$ cat config.mk
export PLATFORM = sky130hd
export DESIGN_NAME = harv_dmem_wb_bridge_flat
export DESIGN_NICKNAME = d
export VERILOG_FILES = /design/src/rtl/harv_dmem_wb_bridge_if.sv /design/src/rtl/harv_dmem_wb_bridge.sv /design/src/flat_wrapper.sv
export SDC_FILE = /design/constraint.sdc
export NUM_CORES = 1
export LEC_CHECK = 0
export CAP_MARGIN = 5
export CORE_MARGIN = 2
export CORE_UTILIZATION = 45
export CTS_BUF_LIST = sky130_fd_sc_hd__clkbuf_4 sky130_fd_sc_hd__clkbuf_8
export CTS_CLUSTER_SIZE = 40
export DETAILED_ROUTE_END_ITERATION = 16
export GPL_TIMING_DRIVEN = 0
export HOLD_SLACK_MARGIN = 0.03
export PLACE_DENSITY = 0.84
export SYNTH_ARGS = -nofsm -noshare
export SYNTH_HDL_FRONTEND = slang
export SYNTH_SLANG_ARGS = --single-unit
export TNS_END_PERCENT = 30
$ cat constraint.sdc
create_clock -name clk -period 4.1 [get_ports clk]
set_input_delay 0.82 -clock clk [delete_from_list [all_inputs] [get_ports clk]]
set_output_delay 0.82 -clock clk [all_outputs]
set_load 0.05 [all_outputs]
$ cat src/rtl/harv_dmem_wb_bridge_if.sv
`default_nettype none
// ============================================================================
// Module  : harv_dmem_if / harv_wb_if
// Purpose : Bundles for the harv data-memory req/gnt port and for the
//           Wishbone-classic data_mem bus. The bridge uses dmem.slave and
//           wb.master; the core and the memory use the opposite modports.
// Revision: 1.0  initial release
// ============================================================================

// harv core data-memory request/grant port
interface harv_dmem_if #(
    parameter int ADDR_WIDTH = 32
);
    logic                  dmem_req_i;
    logic                  dmem_wren_i;
    logic [1:0]            dmem_ben_i;
    logic                  dmem_usgn_i;
    logic [ADDR_WIDTH-1:0] dmem_addr_i;
    logic [31:0]           dmem_wdata_i;
    logic                  dmem_gnt_o;
    logic                  dmem_err_o;
    logic [31:0]           dmem_rdata_o;

    // Core side: issues requests, receives completion
    modport master (
        output dmem_req_i,
        output dmem_wren_i,
        output dmem_ben_i,
        output dmem_usgn_i,
        output dmem_addr_i,
        output dmem_wdata_i,
        input  dmem_gnt_o,
        input  dmem_err_o,
        input  dmem_rdata_o
    );

    // Bridge side: accepts requests, returns completion
    modport slave (
        input  dmem_req_i,
        input  dmem_wren_i,
        input  dmem_ben_i,
        input  dmem_usgn_i,
        input  dmem_addr_i,
        input  dmem_wdata_i,
        output dmem_gnt_o,
        output dmem_err_o,
        output dmem_rdata_o
    );
endinterface

// Wishbone-classic data memory bus
interface harv_wb_if #(
    parameter int ADDR_WIDTH = 32
);
    logic                  wb_cyc_o;
    logic                  wb_stb_o;
    logic                  wb_we_o;
    logic [3:0]            wb_sel_o;
    logic [ADDR_WIDTH-1:0] wb_addr_o;
    logic [31:0]           wb_data_o;
    logic [31:0]           wb_data_i;
    logic                  wb_ack_i;

    // Bus master (the bridge)
    modport master (
        output wb_cyc_o,
        output wb_stb_o,
        output wb_we_o,
        output wb_sel_o,
        output wb_addr_o,
        output wb_data_o,
        input  wb_data_i,
        input  wb_ack_i
    );

    // Bus slave (the memory controller)
    modport slave (
        input  wb_cyc_o,
        input  wb_stb_o,
        input  wb_we_o,
        input  wb_sel_o,
        input  wb_addr_o,
        input  wb_data_o,
        output wb_data_i,
        output wb_ack_i
    );
endinterface

`default_nettype wire

$ cat src/rtl/harv_dmem_wb_bridge.sv
`default_nettype none
// ============================================================================
// Module  : harv_dmem_wb_bridge
// Purpose : Converts the harv core data-memory req/gnt port into a
//           Wishbone-classic master. Registers each request, builds byte
//           lanes and replicated write data, extracts and extends load data,
//           and flags misaligned accesses (and optionally bus timeouts).
// Options : HARV_DMEM_BRIDGE_TIMEOUT_EN - when defined, a BUS-state cycle
//           counter aborts a transfer after TIMEOUT_CYCLES cycles without ack.
// Revision: 1.0  initial release
// ============================================================================
module harv_dmem_wb_bridge #(
    parameter int ADDR_WIDTH = 32
`ifdef HARV_DMEM_BRIDGE_TIMEOUT_EN
    ,
    parameter int TIMEOUT_CYCLES = 255
`endif
) (
    input  wire logic  clk,
    input  wire logic  rst,
    harv_dmem_if.slave dmem,
    harv_wb_if.master  wb
);

    typedef enum logic [1:0] {
        S_IDLE = 2'd0,
        S_BUS  = 2'd1,
        S_RESP = 2'd2
    } state_t;

    state_t                state_q;

    // Bus-facing registers
    logic                  cyc_q;
    logic                  we_q;
    logic [3:0]            sel_q;
    logic [ADDR_WIDTH-1:0] addr_q;
    logic [31:0]           wdata_q;

    // Captured request attributes needed to shape the load result
    logic [1:0]            size_q;
    logic                  usgn_q;
    logic [1:0]            addr_lo_q;

    // Core-facing registers
    logic                  gnt_q;
    logic                  err_q;
    logic [31:0]           rdata_q;

    // Request decode (from live core inputs) and load shaping (from bus data)
    logic                  misalign_d;
    logic [3:0]            sel_d;
    logic [31:0]           wdata_d;
    logic [7:0]            byte_d;
    logic [15:0]           half_d;
    logic [31:0]           rdata_d;

`ifdef HARV_DMEM_BRIDGE_TIMEOUT_EN
    localparam int CNT_W = (TIMEOUT_CYCLES > 1) ? $clog2(TIMEOUT_CYCLES) : 1;
    localparam logic [CNT_W-1:0] CNT_LAST = CNT_W'(TIMEOUT_CYCLES - 1);

    logic [CNT_W-1:0]      cnt_q;
`endif

    // Decode size into lane select, replicated store data and alignment check
    always_comb begin
        misalign_d = 1'b0;
        sel_d      = 4'b1111;
        wdata_d    = dmem.dmem_wdata_i;
        case (dmem.dmem_ben_i)
            2'b00: begin
                sel_d   = 4'b0001 << dmem.dmem_addr_i[1:0];
                wdata_d = {4{dmem.dmem_wdata_i[7:0]}};
            end
            2'b01: begin
                misalign_d = dmem.dmem_addr_i[0];
                sel_d      = dmem.dmem_addr_i[1] ? 4'b1100 : 4'b0011;
                wdata_d    = {2{dmem.dmem_wdata_i[15:0]}};
            end
            default: begin
                misalign_d = (dmem.dmem_addr_i[1:0] != 2'b00);
            end
        endcase
    end

    // Pick the addressed lane of the bus read data and extend it to 32 bits
    always_comb begin
        case (addr_lo_q)
            2'd0:    byte_d = wb.wb_data_i[7:0];
            2'd1:    byte_d = wb.wb_data_i[15:8];
            2'd2:    byte_d = wb.wb_data_i[23:16];
            default: byte_d = wb.wb_data_i[31:24];
        endcase
        half_d = addr_lo_q[1] ? wb.wb_data_i[31:16] : wb.wb_data_i[15:0];
        case (size_q)
            2'b00:   rdata_d = usgn_q ? {24'd0, byte_d} : {{24{byte_d[7]}}, byte_d};
            2'b01:   rdata_d = usgn_q ? {16'd0, half_d} : {{16{half_d[15]}}, half_d};
            default: rdata_d = wb.wb_data_i;
        endcase
    end

    // Transfer FSM: IDLE -> BUS -> RESP -> IDLE, with all outputs registered
    always_ff @(posedge clk or posedge rst) begin
        if (rst) begin
            state_q   <= S_IDLE;
            cyc_q     <= 1'b0;
            we_q      <= 1'b0;
            sel_q     <= 4'd0;
            addr_q    <= '0;
            wdata_q   <= 32'd0;
            size_q    <= 2'd0;
            usgn_q    <= 1'b0;
            addr_lo_q <= 2'd0;
            gnt_q     <= 1'b0;
            err_q     <= 1'b0;
            rdata_q   <= 32'd0;
`ifdef HARV_DMEM_BRIDGE_TIMEOUT_EN
            cnt_q     <= '0;
`endif
        end else begin
            case (state_q)
                S_IDLE: begin
                    if (dmem.dmem_req_i) begin
                        if (misalign_d) begin
                            // Misaligned: no bus cycle, complete with error
                            state_q <= S_RESP;
                            gnt_q   <= 1'b1;
                            err_q   <= 1'b1;
                            rdata_q <= 32'd0;
                        end else begin
                            state_q   <= S_BUS;
                            cyc_q     <= 1'b1;
                            we_q      <= dmem.dmem_wren_i;
                            sel_q     <= sel_d;
                            addr_q    <= {dmem.dmem_addr_i[ADDR_WIDTH-1:2], 2'b00};
                            wdata_q   <= wdata_d;
                            size_q    <= dmem.dmem_ben_i;
                            usgn_q    <= dmem.dmem_usgn_i;
                            addr_lo_q <= dmem.dmem_addr_i[1:0];
`ifdef HARV_DMEM_BRIDGE_TIMEOUT_EN
                            cnt_q     <= '0;
`endif
                        end
                    end
                end

                S_BUS: begin
                    if (wb.wb_ack_i) begin
                        // Ack beats a timeout that expires in the same cycle
                        state_q <= S_RESP;
                        cyc_q   <= 1'b0;
                        gnt_q   <= 1'b1;
                        err_q   <= 1'b0;
                        rdata_q <= we_q ? 32'd0 : rdata_d;
                    end
`ifdef HARV_DMEM_BRIDGE_TIMEOUT_EN
                    else if (cnt_q == CNT_LAST) begin
                        state_q <= S_RESP;
                        cyc_q   <= 1'b0;
                        gnt_q   <= 1'b1;
                        err_q   <= 1'b1;
                        rdata_q <= 32'd0;
                    end else begin
                        cnt_q <= cnt_q + 1'b1;
                    end
`endif
                end

                S_RESP: begin
                    // Grant lasts exactly this one cycle
                    state_q <= S_IDLE;
                    gnt_q   <= 1'b0;
                    err_q   <= 1'b0;
                end

                default: begin
                    state_q <= S_IDLE;
                    cyc_q   <= 1'b0;
                    gnt_q   <= 1'b0;
                    err_q   <= 1'b0;
                end
            endcase
        end
    end

    assign wb.wb_cyc_o       = cyc_q;
    assign wb.wb_stb_o       = cyc_q;
    assign wb.wb_we_o        = we_q;
    assign wb.wb_sel_o       = sel_q;
    assign wb.wb_addr_o      = addr_q;
    assign wb.wb_data_o      = wdata_q;

    assign dmem.dmem_gnt_o   = gnt_q;
    assign dmem.dmem_err_o   = err_q;
    assign dmem.dmem_rdata_o = rdata_q;

endmodule

`default_nettype wire

$ cat src/flat_wrapper.sv
// flat-port wrapper written by rule: the top's interface ports become plain ports
module harv_dmem_wb_bridge_flat 
#(
    parameter int ADDR_WIDTH = 32

)
  (clk, rst, dmem_dmem_req_i, dmem_dmem_wren_i, dmem_dmem_ben_i, dmem_dmem_usgn_i, dmem_dmem_addr_i, dmem_dmem_wdata_i, dmem_dmem_gnt_o, dmem_dmem_err_o, dmem_dmem_rdata_o, wb_wb_cyc_o, wb_wb_stb_o, wb_wb_we_o, wb_wb_sel_o, wb_wb_addr_o, wb_wb_data_o, wb_wb_data_i, wb_wb_ack_i);
  harv_dmem_if #(.ADDR_WIDTH(ADDR_WIDTH)) dmem_i ();
  harv_wb_if #(.ADDR_WIDTH(ADDR_WIDTH)) wb_i ();
  input  wire logic clk;
  input  wire logic rst;
  input wire logic [$bits(dmem_i.dmem_req_i)-1:0] dmem_dmem_req_i;
  input wire logic [$bits(dmem_i.dmem_wren_i)-1:0] dmem_dmem_wren_i;
  input wire logic [$bits(dmem_i.dmem_ben_i)-1:0] dmem_dmem_ben_i;
  input wire logic [$bits(dmem_i.dmem_usgn_i)-1:0] dmem_dmem_usgn_i;
  input wire logic [$bits(dmem_i.dmem_addr_i)-1:0] dmem_dmem_addr_i;
  input wire logic [$bits(dmem_i.dmem_wdata_i)-1:0] dmem_dmem_wdata_i;
  output wire logic [$bits(dmem_i.dmem_gnt_o)-1:0] dmem_dmem_gnt_o;
  output wire logic [$bits(dmem_i.dmem_err_o)-1:0] dmem_dmem_err_o;
  output wire logic [$bits(dmem_i.dmem_rdata_o)-1:0] dmem_dmem_rdata_o;
  output wire logic [$bits(wb_i.wb_cyc_o)-1:0] wb_wb_cyc_o;
  output wire logic [$bits(wb_i.wb_stb_o)-1:0] wb_wb_stb_o;
  output wire logic [$bits(wb_i.wb_we_o)-1:0] wb_wb_we_o;
  output wire logic [$bits(wb_i.wb_sel_o)-1:0] wb_wb_sel_o;
  output wire logic [$bits(wb_i.wb_addr_o)-1:0] wb_wb_addr_o;
  output wire logic [$bits(wb_i.wb_data_o)-1:0] wb_wb_data_o;
  input wire logic [$bits(wb_i.wb_data_i)-1:0] wb_wb_data_i;
  input wire logic [$bits(wb_i.wb_ack_i)-1:0] wb_wb_ack_i;
  assign dmem_i.dmem_req_i = dmem_dmem_req_i;
  assign dmem_i.dmem_wren_i = dmem_dmem_wren_i;
  assign dmem_i.dmem_ben_i = dmem_dmem_ben_i;
  assign dmem_i.dmem_usgn_i = dmem_dmem_usgn_i;
  assign dmem_i.dmem_addr_i = dmem_dmem_addr_i;
  assign dmem_i.dmem_wdata_i = dmem_dmem_wdata_i;
  assign dmem_dmem_gnt_o = dmem_i.dmem_gnt_o;
  assign dmem_dmem_err_o = dmem_i.dmem_err_o;
  assign dmem_dmem_rdata_o = dmem_i.dmem_rdata_o;
  assign wb_wb_cyc_o = wb_i.wb_cyc_o;
  assign wb_wb_stb_o = wb_i.wb_stb_o;
  assign wb_wb_we_o = wb_i.wb_we_o;
  assign wb_wb_sel_o = wb_i.wb_sel_o;
  assign wb_wb_addr_o = wb_i.wb_addr_o;
  assign wb_wb_data_o = wb_i.wb_data_o;
  assign wb_i.wb_data_i = wb_wb_data_i;
  assign wb_i.wb_ack_i = wb_wb_ack_i;
  harv_dmem_wb_bridge #(.ADDR_WIDTH(ADDR_WIDTH)) u_core (.clk(clk), .rst(rst), .dmem(dmem_i), .wb(wb_i));
endmodule
==> results of run 1 <==
## routing by layer
layer  part of all wire  GRT usage  vias to the layer above
met1               0.41     0.2996                     2192
met5                  0          0                        -
li1                   -          -                     2110
met2               0.49     0.3988                      202
met4              0.024    0.09512                        0
met3              0.084    0.07235                       30
## state kept, by name, summed over array words and instances, names as in the netlist, 2 cells and up
name                      cells
u_core.state_q                2
u_core.wb.wb_addr_o          30
u_core.dmem.dmem_rdata_o     32
u_core.size_q                 2
u_core.addr_lo_q              2
u_core.wb.wb_sel_o            4
u_core.wb.wb_data_o          32
## area by class of cell
class / count / area [µm²] / share of cell area
timing repair buffer: 206 / 2079 / 0.2688
clock inverter: 6 / 70.07 / 0.009057
buffer: 36 / 219.0 / 0.02830
tap: 143 / 178.9 / 0.02313
inverter: 6 / 25.02 / 0.003235
sequential: 109 / 2728 / 0.3526
multi-input combinational: 332 / 2298 / 0.2971
clock buffer: 10 / 137.6 / 0.01779
## worst min path at each step
stage,from,end,cells after the start
finish,u_core.wb.wb_data_o[9],u_core.wb.wb_data_o[9],2
global route,u_core.wb.wb_data_o[9],u_core.wb.wb_data_o[9],2
CTS,u_core.wb.wb_data_o[16],u_core.wb.wb_data_o[16],2
detailed placement,u_core.wb.wb_data_o[9],u_core.wb.wb_data_o[9],2
global placement,u_core.wb.wb_data_o[13],u_core.wb.wb_data_o[13],2
floorplan,u_core.state_q[1],u_core.dmem.dmem_gnt_o,1
## Yosys cell counts, drive strengths merged
| library cell | count |
|---|---|
| a21boi | 1 |
| a21o | 7 |
| a21oi | 20 |
| a22o | 2 |
| a2bb2oi | 1 |
| a311o | 1 |
| a31oi | 2 |
| and2 | 1 |
| and3b | 2 |
| and4bb | 1 |
| buf | 27 |
| clkbuf | 9 |
| conb | 1 |
| dfrtp | 109 |
| inv | 6 |
| mux2 | 44 |
| mux2i | 33 |
| nand2 | 87 |
| nand2b | 16 |
| nand3 | 16 |
| nand3b | 1 |
| nand4b | 1 |
| nor2 | 21 |
| nor2b | 2 |
| o2111ai | 1 |
| o211ai | 1 |
| o21a | 6 |
| o21ai | 46 |
| o21ba | 1 |
| o221ai | 6 |
| o311ai | 8 |
| o31ai | 1 |
| or2 | 1 |
## worst reg2reg max path: cells and delay by family, from the launching register on
kind | cells | cell delay [ns]
compound gates | 1 | 0.09
buf+inv | 2 | 0.46
flops | 1 | 0.47
simple gates | 3 | 0.58
## power by group
| part | total (µW) | leakage [µW] | internal, µW | switching, µW |
|---|---|---|---|---|
| registers | 1620 | 0.00136 | 1410 | 208 |
| clock network | 683 | 0.000101 | 305 | 378 |
| logic | 2840 | 0.00200 | 1040 | 1800 |
| total | 5140 | 0.00346 | 2760 | 2390 |
## metrics by stage
| step | instance area [µm²] | instances |
|---|---|---|
| floorplan | 5268 | 483 |
| global placement | 7498 | 831 |
| detailed placement | 7528 | 832 |
| CTS | 7736 | 848 |
| global route | 7736 | 848 |
| finish | 7736 | 848 |
## cells by family (layout without fill, tap and decap cells)
group                  Yosys count  count (layout)  share of synthesized area
and+or+nand+nor                149             149                     0.1265
other                            1               2                  0.0007124
muxes                           77              77                     0.1790
AOI/OAI and AO/OA              104             104                     0.1298
buffers and inverters           42             264                    0.04587
DFF                            109             109                     0.5182
==> run_results.csv, run 1 <==
group,metric,value,unit
clock_network,htreeDepth,3,
grt,grt_first_pass_wirelength,24360,µm
critical_path,timing.reg2reg.worst_path_depth,6,
clock_network,post_cts_resize_count,0,
critical_path,crit_start,"u_core.wb.wb_cyc_o",
worst_hold_path,holdCritPathClass,"flop to flop",
placement,place_hpwl,11500,µm
placement,placement.io_buffers,205,
die,rows,39,
critical_path,criticalPathCategory,"flop to output port",
job,timing.max_cap.violations,0,
clock_network,cts-root-to-sink-buffers,2,
logic_synthesis,yosysSeqAreaShare,0.5182,
status,run_status,"finished, final reports clean",
critical_path,cp_data_arrival_time,1.67,ns
clock_network,cts-hold-fix-buffers,0,
power,cellLeakagePower,0.003457,µW
clock_network,cts_inserted_buffers,9,
critical_path,cell_class_contributing_the_biggest_share_of_worst_path_delay,"buffers and inverters",
critical_path,critical_path.max_stage_delay,0.79,ns
clock_network,numClockSinks,109,
final_layout,most_common_library_cell_in_the_layout_ignoring_fill_and_taps,"sky130_fd_sc_hd__clkdlybuf4s50_1",
clock_network,clk_pin_slew,0.11,ns
clock_network,insertion_delay_of_the_later_clocked_pin_in_the_worst_skew_pair,0.38,ns
final_layout,n_antenna_cell,0,
logic_synthesis,syn-cell-area,5264,µm²
critical_path,cp-endpoint,"wb_wb_stb_o",
clock_network,cts_tree,"built",
routing,post_drt_wl_per_cell,17.69,µm
final_layout,final_layout_size_suffix_gt1_frac,0.1333,
sta,timing.final.crit_period,2.486,ns
sta,worst_slack,1.614,ns
routing,postRouteWirelength,15000,µm
sta,finalCritPeriodShare,0.6065,
grt,first_global_vias,4806,
final_layout,final.fill_count,872,
grt,global_route.usage.total,0.2415,
die,core_area,11420,µm²
final_layout,most-common-layout-cells,"sky130_fd_sc_hd__clkdlybuf4s50_1, sky130_fd_sc_hd__dfrtp_1, sky130_fd_sc_hd__nand2_1",
grt,grt-ovfl-total,0,
sta,skew,0.01309,ns
final_layout,final_nets,804,
routing,drtPass1Iterations,5,
clock_network,root_buffer,"sky130_fd_sc_hd__clkbuf_8",
sta,fin_tns_setup,0,ns
die,effective_utilization_at_floorplan,0.4610,
sta,slew_headroom,0.5897,
logic_synthesis,synth_warn,0,
sta,fin_hold_ws,0.4922,ns
critical_path,cp_cell_sequence,"buf_4 -> clkdlybuf4s50_1",
sta,finalSetupViolations,0,
logic_synthesis,post_synth.cell_area_avg,10.92,µm²
sta,rsz0062_at_grt,"false",
logic_synthesis,top_post_synthesis_cells_by_area,"sky130_fd_sc_hd__dfrtp_1, sky130_fd_sc_hd__mux2_4, sky130_fd_sc_hd__mux2i_1",
sta,timing_max_transition_violations_final,0,
die,fp.dieArea,12580,µm²
routing,vias,4534,
placement,place_congestion,0.8520,
grt,number_of_antenna_violations_at_the_first_check_in_global_routing,0,
critical_path,r2r_setup_slack,2.38,ns
critical_path,worstPathMaxFanout,3,
grt,grt_max_degree,64,
critical_path,crit_path_top_delay_cell,"sky130_fd_sc_hd__clkdlybuf4s50_1",
die,die-height,112.2,µm
power,peakVddDrop,0.4124,mV
routing,drcViolationCount,0,
logic_synthesis,ys_ff_latch,109,
sta,final_hold_violation_count,0,
routing,antenna_left,0,
clock_network,cts_setup_buffers,0,
die,dieWidth,112.2,µm
sta,max_slew.worst_pin.slew,0.6154,ns
critical_path,endpoint_kind,"output port",
routing,viasPerCell,5.347,
placement,dp_worst_setup_slack,1.497,ns
power,pwr_dens,664.8,nW/µm²
logic_synthesis,synth_largest_type_area_fraction,0.5182,
logic_synthesis,count_of_mapped_cells_out_of_synthesis,482,
critical_path,cp_data_required_time,3.28,ns
sta,fmax,402.2,MHz
power,post_layout_power,5143,µW
critical_path,buf_inv_stages_crit_path,2,
die,num_io_pins,209,
critical_path,worstReg2RegStart,"u_core.state_q[0]",
routing,drt_iter0_markers,214,
critical_path,number_of_cells_on_the_critical_path,2,
logic_synthesis,ys_types,43,
critical_path,critical_path.reg2reg.endpoint,"u_core.wb.wb_data_o[17]",
logic_synthesis,netlist.top_cell.by_area,"sky130_fd_sc_hd__dfrtp_1",
critical_path,worstSetupStartpointType,"flop",
final_layout,syn2layout_area_growth,46.97,%
final_layout,layout.core_utilization,0.6775,
Note: power is estimated with default switching activity, not from simulation.
==> inputs of run 2 (changes only) <==
- CORE_UTILIZATION: 45 -> 41
- PLACE_DENSITY: 0.84 -> 0.8
- clock period: 4.1 -> 2.1 ns (I/O delays scaled with it)
==> run 2 against run 1 <==
Against the previous run: count of clock-buffer cells in the layout increased by 2; non-clock buffer count increased by 1; clock power increased by 92%; first-iteration DRC count increased by 11%; power increased by 95%; critical path depth decreased by 1; highest routed layer unchanged.
==> run_results.csv, run 2 (synthesis gave the netlist of run 1 again) <==
group,metric,value,unit
status,run_status,"finished, final reports clean",
critical_path,crit_path_top_delay_cell,"sky130_fd_sc_hd__clkdlybuf4s50_1",
routing,drtPass1Iterations,5,
clock_network,cts-hold-fix-buffers,0,
final_layout,syn2layout_area_growth,47.73,%
critical_path,criticalPathCategory,"flop to output port",
critical_path,buf_inv_stages_crit_path,1,
clock_network,cts-root-to-sink-buffers,2,
routing,drcViolationCount,0,
die,dieWidth,117.3,µm
final_layout,regArea,2728,µm²
sta,finalCritPeriodShare,0.9632,
grt,global_route.usage.total,0.2271,
clock_network,root_buffer,"sky130_fd_sc_hd__clkbuf_8",
grt,first_global_vias,4788,
grt,grt-ovfl-total,0,
power,cellInternalPower,5389,µW
final_layout,final_layout_size_suffix_gt1_frac,0.1333,
power,post_layout_power,10010,µW
power,switch_pwr,4625,µW
routing,antenna_left,0,
sta,skew,0.01429,ns
final_layout,multiInputGateArea,2298,µm²
clock_network,cts_tree,"built",
sta,rsz0062_at_grt,"false",
critical_path,cp_cell_sequence,"clkdlybuf4s50_1",
critical_path,cell_class_contributing_the_biggest_share_of_worst_path_delay,"buffers and inverters",
power,pwr-share-seq,0.315,
final_layout,final_nets,805,
placement,dp_worst_setup_slack,-0.1401,ns
final_layout,n_antenna_cell,0,
routing,postRouteWirelength,15290,µm
clock_network,htreeDepth,3,
clock_network,numClockSinks,109,
clock_network,cts_inserted_buffers,9,
critical_path,worstPathMaxFanout,2,
grt,number_of_antenna_violations_at_the_first_check_in_global_routing,0,
grt,grt_max_degree,45,
sta,slew_headroom,0.4286,
job,timing.max_cap.violations,0,
sta,finalSetupViolations,0,
grt,grt_first_pass_wirelength,24840,µm
power,cellLeakagePower,0.003459,µW
critical_path,cp_data_required_time,1.68,ns
worst_hold_path,holdCritPathClass,"flop to flop",
sta,max_slew.worst_pin.slew,0.8553,ns
sta,timing_max_transition_violations_final,0,
routing,viasPerCell,5.182,
sta,final_hold_violation_count,0,
die,effective_utilization_at_floorplan,0.4188,
routing,drt_iter0_markers,238,
critical_path,endpoint_kind,"output port",
final_layout,most-common-layout-cells,"sky130_fd_sc_hd__clkdlybuf4s50_1, sky130_fd_sc_hd__dfrtp_1, sky130_fd_sc_hd__nand2_1",
power,pwr-share-clk,0.131,
die,fp.dieArea,13760,µm²
die,num_io_pins,209,
final_layout,final.fill_count,1066,
sta,worst_slack,0.07723,ns
routing,vias,4545,
die,rows,41,
sta,timing.final.crit_period,2.023,ns
sta,fin_tns_setup,0,ns
critical_path,cp_data_arrival_time,1.60,ns
clock_network,insertion_delay_of_the_later_clocked_pin_in_the_worst_skew_pair,0.39,ns
final_layout,most_common_library_cell_in_the_layout_ignoring_fill_and_taps,"sky130_fd_sc_hd__clkdlybuf4s50_1",
die,core_area,12570,µm²
power,pwr_dens,1288,nW/µm²
power,comb_power_share,0.554,
routing,post_drt_wl_per_cell,17.43,µm
placement,place_hpwl,11780,µm
placement,placement.io_buffers,205,
clock_network,clk_pin_slew,0.11,ns
sta,fmax,494.4,MHz
critical_path,worstSetupStartpointType,"flop",
power,peakVddDrop,0.8882,mV
placement,place_congestion,0.8920,
sta,fin_hold_ws,0.4873,ns
final_layout,layout.core_utilization,0.6187,
die,die-height,117.3,µm
critical_path,critical_path.max_stage_delay,0.85,ns
power,switching_share,0.4619,
run 2: routing by layer:
| layer | vias to the layer above | track usage | part of all wire |
|---|---|---|---|
| li1 | 2113 | - | - |
| met1 | 2184 | 0.2656 | 0.39 |
| met2 | 209 | 0.3651 | 0.48 |
| met3 | 39 | 0.09436 | 0.10 |
| met4 | 0 | 0.1032 | 0.030 |
| met5 | - | 0 | 0 |
run 2: cell type report:
cell class                 count  share of cell area
inverter                       6            0.003379
clock inverter                 3            0.005953
clock buffer                  12             0.01963
buffer                        36             0.02816
tap                          172             0.02767
multi-input combinational    332              0.2956
timing repair buffer         207              0.2689
sequential                   109              0.3508
run 2: path summary, 6_finish.rpt:
check | start | endpoint | slack [ns] | depth (start not counted)
setup / recovery | u_core.dmem.dmem_rdata_o[14] | dmem_dmem_rdata_o[14] | 0.08 | 1
hold / removal | u_core.wb.wb_data_o[15] | u_core.wb.wb_data_o[15] | 0.49 | 2
setup reg to reg | u_core.addr_lo_q[1] | u_core.dmem.dmem_rdata_o[26] | 0.42 | 5
hold reg to reg | u_core.wb.wb_data_o[15] | u_core.wb.wb_data_o[15] | 0.49 | 2
max in group asynchronous | rst | u_core.wb.wb_addr_o[6] | 0.87 | 3
min in group asynchronous | rst | u_core.wb.wb_data_o[0] | 0.54 | 2
run 2: stage by stage:
step / cells / cell area (µm²)
2_1_floorplan: 483 / 5271
6_report: 877 / 7776
3_3_place_gp: 860 / 7538
4_1_cts: 877 / 7776
3_5_place_dp: 862 / 7579
5_1_grt: 877 / 7776
run 2: repair_timing:
action                     4_1_cts  5_1_grt
buffers inserted                 0        0
setup endpoints to repair        1        0
gates resized for setup          1        0
run 2: power by group through the flow:
stage	registers, µW	clock network (µW)	logic, µW
after floorplan	5380	0	1410
after global placement	3160	0	5480
after detailed placement	3190	0	5560
after CTS	3160	1360	5580
after global routing	3240	1420	5800
final	3150	1310	5550
